$ cat config.mk
export PLATFORM = sky130hd
export DESIGN_NAME = lsu_mem_if_flat
export DESIGN_NICKNAME = d
export VERILOG_FILES = /design/src/rtl/lsu_mem_if_if.sv /design/src/rtl/lsu_mem_if.sv /design/src/flat_wrapper.sv
export SDC_FILE = /design/constraint.sdc
export NUM_CORES = 1
export LEC_CHECK = 0
export BUFFER_PORTS_ARGS = -buffer_cell sky130_fd_sc_hd__buf_2
export CAP_MARGIN = 5
export CORE_AREA = 2 2 134 136
export CTS_BUF_LIST = sky130_fd_sc_hd__clkbuf_8
export CTS_CLUSTER_DIAMETER = 150
export DETAILED_ROUTE_END_ITERATION = 8
export DIE_AREA = 0 0 136 138
export PLACE_DENSITY_LB_ADDON = 0.3
export SYNTH_ARGS = -nofsm -noshare
export SYNTH_HDL_FRONTEND = slang
export SYNTH_SLANG_ARGS = --single-unit
$ cat constraint.sdc
create_clock -name clk -period 1.8 [get_ports clk]
set_input_delay 0.18 -clock clk [delete_from_list [all_inputs] [get_ports clk]]
set_output_delay 0.18 -clock clk [all_outputs]
set_load 0.02 [all_outputs]
$ cat src/rtl/lsu_mem_if_if.sv
// Signal bundle between the LSU, the lsu_mem_if bridge and the memory bus.
// slave is the bridge's view; master is the environment driving LSU requests and bus replies.
interface lsu_mem_if_if;
  logic        i_req_valid;
  logic        o_req_ready;
  logic [31:0] i_req_addr;
  logic        i_req_wen;
  logic [63:0] i_req_wdata;
  logic [7:0]  i_req_wmask;
  logic        o_rsp_valid;
  logic [63:0] o_rsp_rdata;
  logic        o_rsp_err;
  logic        o_bus_valid;
  logic        i_bus_ready;
  logic [31:0] o_bus_addr;
  logic        o_bus_wen;
  logic [63:0] o_bus_wdata;
  logic [7:0]  o_bus_wstrb;
  logic        i_bus_rvalid;
  logic [63:0] i_bus_rdata;

  modport slave (
    input  i_req_valid, i_req_addr, i_req_wen, i_req_wdata, i_req_wmask,
    input  i_bus_ready, i_bus_rvalid, i_bus_rdata,
    output o_req_ready, o_rsp_valid, o_rsp_rdata, o_rsp_err,
    output o_bus_valid, o_bus_addr, o_bus_wen, o_bus_wdata, o_bus_wstrb
  );

  modport master (
    output i_req_valid, i_req_addr, i_req_wen, i_req_wdata, i_req_wmask,
    output i_bus_ready, i_bus_rvalid, i_bus_rdata,
    input  o_req_ready, o_rsp_valid, o_rsp_rdata, o_rsp_err,
    input  o_bus_valid, o_bus_addr, o_bus_wen, o_bus_wdata, o_bus_wstrb
  );
endinterface

$ cat src/rtl/lsu_mem_if.sv
// Single-outstanding bridge from LSU load/store requests to a 64-bit memory bus,
// with address-window checking and a completion timeout.
module lsu_mem_if #(
  parameter logic [31:0] ADDR_BASE = 32'h8000_0000,
  parameter logic [31:0] ADDR_SIZE = 32'h0008_0000,
  parameter int          TIMEOUT   = 16
) (
  input  logic       clk,
  input  logic       rst_n,
  lsu_mem_if_if.slave bus,
  output logic [1:0] dbg_state
);

  // Handshakes: a request transfers on a cycle where i_req_valid && o_req_ready; a bus
  // request transfers where o_bus_valid && i_bus_ready, with fields held until then;
  // i_bus_rvalid completes it; o_rsp_valid is a single-cycle pulse with no backpressure.

  typedef enum logic [1:0] {IDLE = 2'd0, REQ = 2'd1, WAIT = 2'd2, RESP = 2'd3} state_t;

  localparam int CNT_W = $clog2(TIMEOUT + 1);
  localparam logic [32:0] LO = {1'b0, ADDR_BASE};
  localparam logic [32:0] HI = {1'b0, ADDR_BASE} + {1'b0, ADDR_SIZE} - 33'd1;

  state_t             state_q, state_d;
  logic [CNT_W-1:0]   cnt_q, cnt_d;
  logic [31:3]        addr_q, addr_d;
  logic               wen_q, wen_d;
  logic [63:0]        wdata_q, wdata_d;
  logic [7:0]         wmask_q, wmask_d;
  logic [63:0]        rdata_q, rdata_d;
  logic               err_q, err_d;
  logic               in_range;

  assign in_range = ({1'b0, bus.i_req_addr} >= LO) && ({1'b0, bus.i_req_addr} <= HI);

  always_comb begin
    state_d = state_q;
    cnt_d   = cnt_q;
    addr_d  = addr_q;
    wen_d   = wen_q;
    wdata_d = wdata_q;
    wmask_d = wmask_q;
    rdata_d = rdata_q;
    err_d   = err_q;
    case (state_q)
      IDLE: begin
        if (bus.i_req_valid) begin
          addr_d  = bus.i_req_addr[31:3];
          wen_d   = bus.i_req_wen;
          wdata_d = bus.i_req_wdata;
          wmask_d = bus.i_req_wmask;
          rdata_d = 64'd0;
          err_d   = !in_range;
          state_d = in_range ? REQ : RESP;
        end
      end
      REQ: begin
        if (bus.i_bus_ready) begin
          state_d = WAIT;
          cnt_d   = '0;
        end
      end
      WAIT: begin
        // A completion arriving on the final timeout cycle still counts as success.
        if (bus.i_bus_rvalid) begin
          state_d = RESP;
          rdata_d = wen_q ? 64'd0 : bus.i_bus_rdata;
          err_d   = 1'b0;
        end else if (cnt_q == CNT_W'(TIMEOUT - 1)) begin
          state_d = RESP;
          rdata_d = 64'd0;
          err_d   = 1'b1;
        end else begin
          cnt_d = cnt_q + CNT_W'(1);
        end
      end
      RESP: state_d = IDLE;
      default: state_d = IDLE;
    endcase
  end

  always_ff @(posedge clk) begin
    if (!rst_n) begin
      state_q <= IDLE;
      cnt_q   <= '0;
      addr_q  <= '0;
      wen_q   <= 1'b0;
      wdata_q <= 64'd0;
      wmask_q <= 8'd0;
      rdata_q <= 64'd0;
      err_q   <= 1'b0;
    end else begin
      state_q <= state_d;
      cnt_q   <= cnt_d;
      addr_q  <= addr_d;
      wen_q   <= wen_d;
      wdata_q <= wdata_d;
      wmask_q <= wmask_d;
      rdata_q <= rdata_d;
      err_q   <= err_d;
    end
  end

  // Bus and response fields are forced to zero outside the state that presents them.
  always_comb begin
    bus.o_req_ready = (state_q == IDLE);
    bus.o_rsp_valid = (state_q == RESP);
    bus.o_rsp_rdata = (state_q == RESP) ? rdata_q : 64'd0;
    bus.o_rsp_err   = (state_q == RESP) ? err_q : 1'b0;
    bus.o_bus_valid = (state_q == REQ);
    bus.o_bus_addr  = (state_q == REQ) ? {addr_q, 3'b000} : 32'd0;
    bus.o_bus_wen   = (state_q == REQ) ? wen_q : 1'b0;
    bus.o_bus_wdata = (state_q == REQ) ? wdata_q : 64'd0;
    bus.o_bus_wstrb = (state_q == REQ && wen_q) ? wmask_q : 8'd0;
  end

  assign dbg_state = state_q;

endmodule

$ cat src/flat_wrapper.sv
// flat-port wrapper written by rule: the top's interface ports become plain ports
module lsu_mem_if_flat 
#(
  parameter logic [31:0] ADDR_BASE = 32'h8000_0000,
  parameter logic [31:0] ADDR_SIZE = 32'h0008_0000,
  parameter int          TIMEOUT   = 16
)
  (clk, rst_n, dbg_state, bus_i_req_valid, bus_i_req_addr, bus_i_req_wen, bus_i_req_wdata, bus_i_req_wmask, bus_i_bus_ready, bus_i_bus_rvalid, bus_i_bus_rdata, bus_o_req_ready, bus_o_rsp_valid, bus_o_rsp_rdata, bus_o_rsp_err, bus_o_bus_valid, bus_o_bus_addr, bus_o_bus_wen, bus_o_bus_wdata, bus_o_bus_wstrb);
  lsu_mem_if_if bus_i ();
  input  logic clk;
  input  logic rst_n;
  output logic [1:0] dbg_state;
  input wire logic [$bits(bus_i.i_req_valid)-1:0] bus_i_req_valid;
  input wire logic [$bits(bus_i.i_req_addr)-1:0] bus_i_req_addr;
  input wire logic [$bits(bus_i.i_req_wen)-1:0] bus_i_req_wen;
  input wire logic [$bits(bus_i.i_req_wdata)-1:0] bus_i_req_wdata;
  input wire logic [$bits(bus_i.i_req_wmask)-1:0] bus_i_req_wmask;
  input wire logic [$bits(bus_i.i_bus_ready)-1:0] bus_i_bus_ready;
  input wire logic [$bits(bus_i.i_bus_rvalid)-1:0] bus_i_bus_rvalid;
  input wire logic [$bits(bus_i.i_bus_rdata)-1:0] bus_i_bus_rdata;
  output wire logic [$bits(bus_i.o_req_ready)-1:0] bus_o_req_ready;
  output wire logic [$bits(bus_i.o_rsp_valid)-1:0] bus_o_rsp_valid;
  output wire logic [$bits(bus_i.o_rsp_rdata)-1:0] bus_o_rsp_rdata;
  output wire logic [$bits(bus_i.o_rsp_err)-1:0] bus_o_rsp_err;
  output wire logic [$bits(bus_i.o_bus_valid)-1:0] bus_o_bus_valid;
  output wire logic [$bits(bus_i.o_bus_addr)-1:0] bus_o_bus_addr;
  output wire logic [$bits(bus_i.o_bus_wen)-1:0] bus_o_bus_wen;
  output wire logic [$bits(bus_i.o_bus_wdata)-1:0] bus_o_bus_wdata;
  output wire logic [$bits(bus_i.o_bus_wstrb)-1:0] bus_o_bus_wstrb;
  assign bus_i.i_req_valid = bus_i_req_valid;
  assign bus_i.i_req_addr = bus_i_req_addr;
  assign bus_i.i_req_wen = bus_i_req_wen;
  assign bus_i.i_req_wdata = bus_i_req_wdata;
  assign bus_i.i_req_wmask = bus_i_req_wmask;
  assign bus_i.i_bus_ready = bus_i_bus_ready;
  assign bus_i.i_bus_rvalid = bus_i_bus_rvalid;
  assign bus_i.i_bus_rdata = bus_i_bus_rdata;
  assign bus_o_req_ready = bus_i.o_req_ready;
  assign bus_o_rsp_valid = bus_i.o_rsp_valid;
  assign bus_o_rsp_rdata = bus_i.o_rsp_rdata;
  assign bus_o_rsp_err = bus_i.o_rsp_err;
  assign bus_o_bus_valid = bus_i.o_bus_valid;
  assign bus_o_bus_addr = bus_i.o_bus_addr;
  assign bus_o_bus_wen = bus_i.o_bus_wen;
  assign bus_o_bus_wdata = bus_i.o_bus_wdata;
  assign bus_o_bus_wstrb = bus_i.o_bus_wstrb;
  lsu_mem_if #(.ADDR_BASE(ADDR_BASE), .ADDR_SIZE(ADDR_SIZE), .TIMEOUT(TIMEOUT)) u_core (.clk(clk), .rst_n(rst_n), .bus(bus_i), .dbg_state(dbg_state));
endmodule
==> results.md <==
- Final Setup Violations: 152
- Die Ht: 138 microns
- WP data arrival: roughly 2.2 ns
- Overflow after GRT: 0
- Max incr delay on CP: between 0.3 and 0.4 ns
- Placed cell count: 1495
- Via-per-instance ratio: 5.297
- Max Fclk: 534.3 MHz
- Via Count: just over 9000
- Io pins: 349
- Pre-CTS setup slack: -0.009965 ns
- Top post-synthesis cells by area: dfxtp_1, nand2_1, and2_1, a21oi_1, nand3_1
- Hold Path Class: primary input to flip-flop
- CTS sink cnt: 174
- Post-DP HPWL: between 15000 and 20000 microns
- CP required: about 2.2 ns
- Core area: 0.01753 sq mm
- Vias in the first global route: 8563
- Layout Cells excl Fill: 1714
- First-pass GRT wire length: 43420 microns
- Crit-path cells: inv_1 -> ha_1 -> buf_4 -> nand2_1 -> nor2_4 -> buf_12 -> clkbuf_16 -> nand3_1 -> a21oi_1
- Residual DRC count: 0
- PD cells: 1098 mW/mm^2
- Mapped Cells: just under 1000
- GRT Total Usage: 0.2882
- Starting Density: 0.4251
- Max clock buf depth: 2
- Failing checks: negative setup slack
- Leading cell type in the layout, fill and taps excluded: nand2_1
- Final setup TNS: -3.175 ns
- Hold Path Origin: bus_i_bus_rdata[62]
- Layout cell share with drive strength beyond 1: 0.3542
- Total CTS buffers: 17
- Layout filler cell count: roughly 1100
- Worst Skew: 0.01675 ns
- Most frequent cells in the layout: nand2_1, buf_2, dfxtp_1
- Syn Std Cell Area: between 0.007 and 0.008 sq mm
- Critical Path Source Type: flip-flop
- Worst R2R Start: u_core.dbg_state[0]
- Starting DRC count in detailed routing: 518
- Max-cap viol count: 0
- Final core area utilization: 0.7394
- Worst skew pair latency: 0.46 ns
- Top cell type's share of synthesized area: 0.4673
- Synthesized area per cell: 7.638 sq um
- P&R area growth vs syn: 73.92%
- Number of synthesized register bits: 174
- Tmin final: 1.872 ns
- Leak: 5.673 nW
- Reg2Reg Depth: 9
- Pin count of the biggest net entering global routing: 71
- Worst setup margin: -0.07167 ns
- # diodes: 0
- Outcome: finished with violations
- Count of cell types in the netlist: 35
- Final net count: 1652
- Root buffer cell: clkbuf_8
- CP max FO: 16
- Crit path capture type: flip-flop
- Row cnt: between 40 and 50
- Post-synth top area cell: dfxtp_1
- Worst-path clk slew: 0.09 ns
- Max-slew violations: 0
- Initial antenna violation count: 0
- Drt total wl: 31290 microns
- Worst vdd ir: ~0.75 mV
- Final worst-path cycle share: 1.040
- Worst Hold Depth: 3
- Fin. Hold Viols: 0
- R2R setup slack: -0.07 ns
- Yosys warns: 0
- Slowest CP cell: dfxtp_4
- Seq/Total Area, Yosys: 0.4673
- CTS tree: done
- Die X: 136 microns
- Reg-to-Reg End: u_core.rdata_q[61]
- CTS H-tree lvls: 4
- Antenna Violating Nets Remaining: 0
- Die ar.: 0.01877 sq mm
- Critical path type: flip-flop to flip-flop
- Port bufs: between 300 and 400
- Hold Path Sink: u_core.rdata_q[62]
- Placer Congestion: roughly 0.76
- DR WL/cell: 18.26 microns
- RSZ-0062 raised after global routing: true
- DRT Pass-1 Iters: 7
-- cells by family after synthesis --
kind of cell	Yosys count	synth area share
muxes	1	0.001343
buffers and inverters	87	0.05589
xor gates and xnor gates	3	0.003525
other	1	0.0005030
AOI/OAI and AO/OA	175	0.1208
and+or+nand+nor	529	0.3406
adders and majority gates	6	0.01007
DFF	174	0.4673
-- area by class of cell --
| class | count | area (sq um) | share of cell area |
|---|---|---|---|
| clock inverters | 12 | 107.6 | 0.008300 |
| multi-input cells | 717 | 3908 | 0.3014 |
| flip-flops and latches | 174 | 3492 | 0.2694 |
| repair buffers | 558 | 4876 | 0.3761 |
| well taps | 229 | 286.5 | 0.02210 |
| clock buffers | 20 | 275.3 | 0.02123 |
| inverters | 4 | 20.02 | 0.001544 |
-- sequential cells by signal (all words and copies together), names as in the netlist --
signal            flops
u_core.rdata_q       64
u_core.wdata_q       64
u_core.addr_q        29
u_core.wmask_q        8
u_core.cnt_q          5
u_core.dbg_state      2
u_core.err_q          1
u_core.wen_q          1
-- Yosys cell counts, drive strengths merged --
master and instances:
nand2b 4, ha 6, xor2 2, xnor2 1, o311ai 1, dfxtp 174
nor3 1, clkinv 1, and2 160, or3 1, nand4 4, a211oi 1
o221ai 1, nor4b 1, and3 11, inv 3, nor4 1, nor2 7
o221a 1, conb 1, o2111ai 1, o21ai 2, mux2i 1, clkbuf 47
buf 36, nand4b 2, o211a 1, nand3 65, nand2 272, a21oi 167
-- worst max path at each step --
| stage | startpoint | endpoint | slack [ns] | depth (start not counted) |
|---|---|---|---|---|
| 2_1_floorplan | u_core.cnt_q[0] | u_core.cnt_q[1] | 0.02 | 8 |
| 3_3_place_gp | u_core.cnt_q[0] | u_core.rdata_q[15] | 0.04 | 7 |
| 3_5_place_dp | u_core.cnt_q[0] | u_core.rdata_q[22] | -0.01 | 7 |
| 4_1_cts | u_core.dbg_state[1] | bus_o_rsp_rdata[20] | -0.07 | 5 |
| 5_1_grt | u_core.dbg_state[0] | u_core.rdata_q[61] | -0.14 | 9 |
| 6_report | u_core.dbg_state[0] | u_core.rdata_q[61] | -0.07 | 9 |
-- where the power goes --
| group | switching [mW] | total (mW) | internal, mW | leakage [nW] |
|---|---|---|---|---|
| Clock | 1.50 | 2.71 | 1.21 | 0.198 |
| Combinational | 3.72 | 6.76 | 3.04 | 4.06 |
| Sequential | 0.351 | 4.76 | 4.41 | 1.42 |
| Total | 5.57 | 14.2 | 8.66 | 5.67 |
-- per-layer routing --
metal | track usage | up-vias | share of wire
li1 | - | 4158 | -
met1 | 0.3242 | 4211 | 0.35
met2 | 0.4808 | 578 | 0.49
met3 | 0.08764 | 132 | 0.096
met4 | 0.1634 | 0 | 0.057
met5 | 0 | - | 0
-- timing repair --
| action | in CTS | in global routing |
|---|---|---|
| pin swaps | 6 | 28 |
| hold buffers | 165 | 0 |
| gates resized for setup | 197 | 134 |
| setup endpoints to repair | 219 | 257 |
| setup buffers | 3 | 5 |
| endpoints found under the hold margin | 165 | 0 |
| gates cloned | 3 | 12 |
-- through the flow --
step	power (mW)	hold slack, ns	area, sq um
after floorplan	7.677	0.3160	7466
after global placement	9.206	0.4205	9493
after detailed placement	9.246	0.4257	9493
after CTS	12.71	0.01227	12220
after global routing	14.87	0.06991	12960
final	14.23	0.04611	12960
-- worst max-delay path, delay by kind of cell, from the launching register on --
| kind | cells | cell delay (ns) |
|---|---|---|
| buffers and inverters | 4 | 0.63 |
| DFF | 1 | 0.38 |
| and+or+nand+nor | 3 | 0.35 |
| adders and majority gates | 1 | 0.24 |
| AOI/OAI and AO/OA | 1 | 0.20 |
No activity file was read; power rests on OpenSTA's default activity.
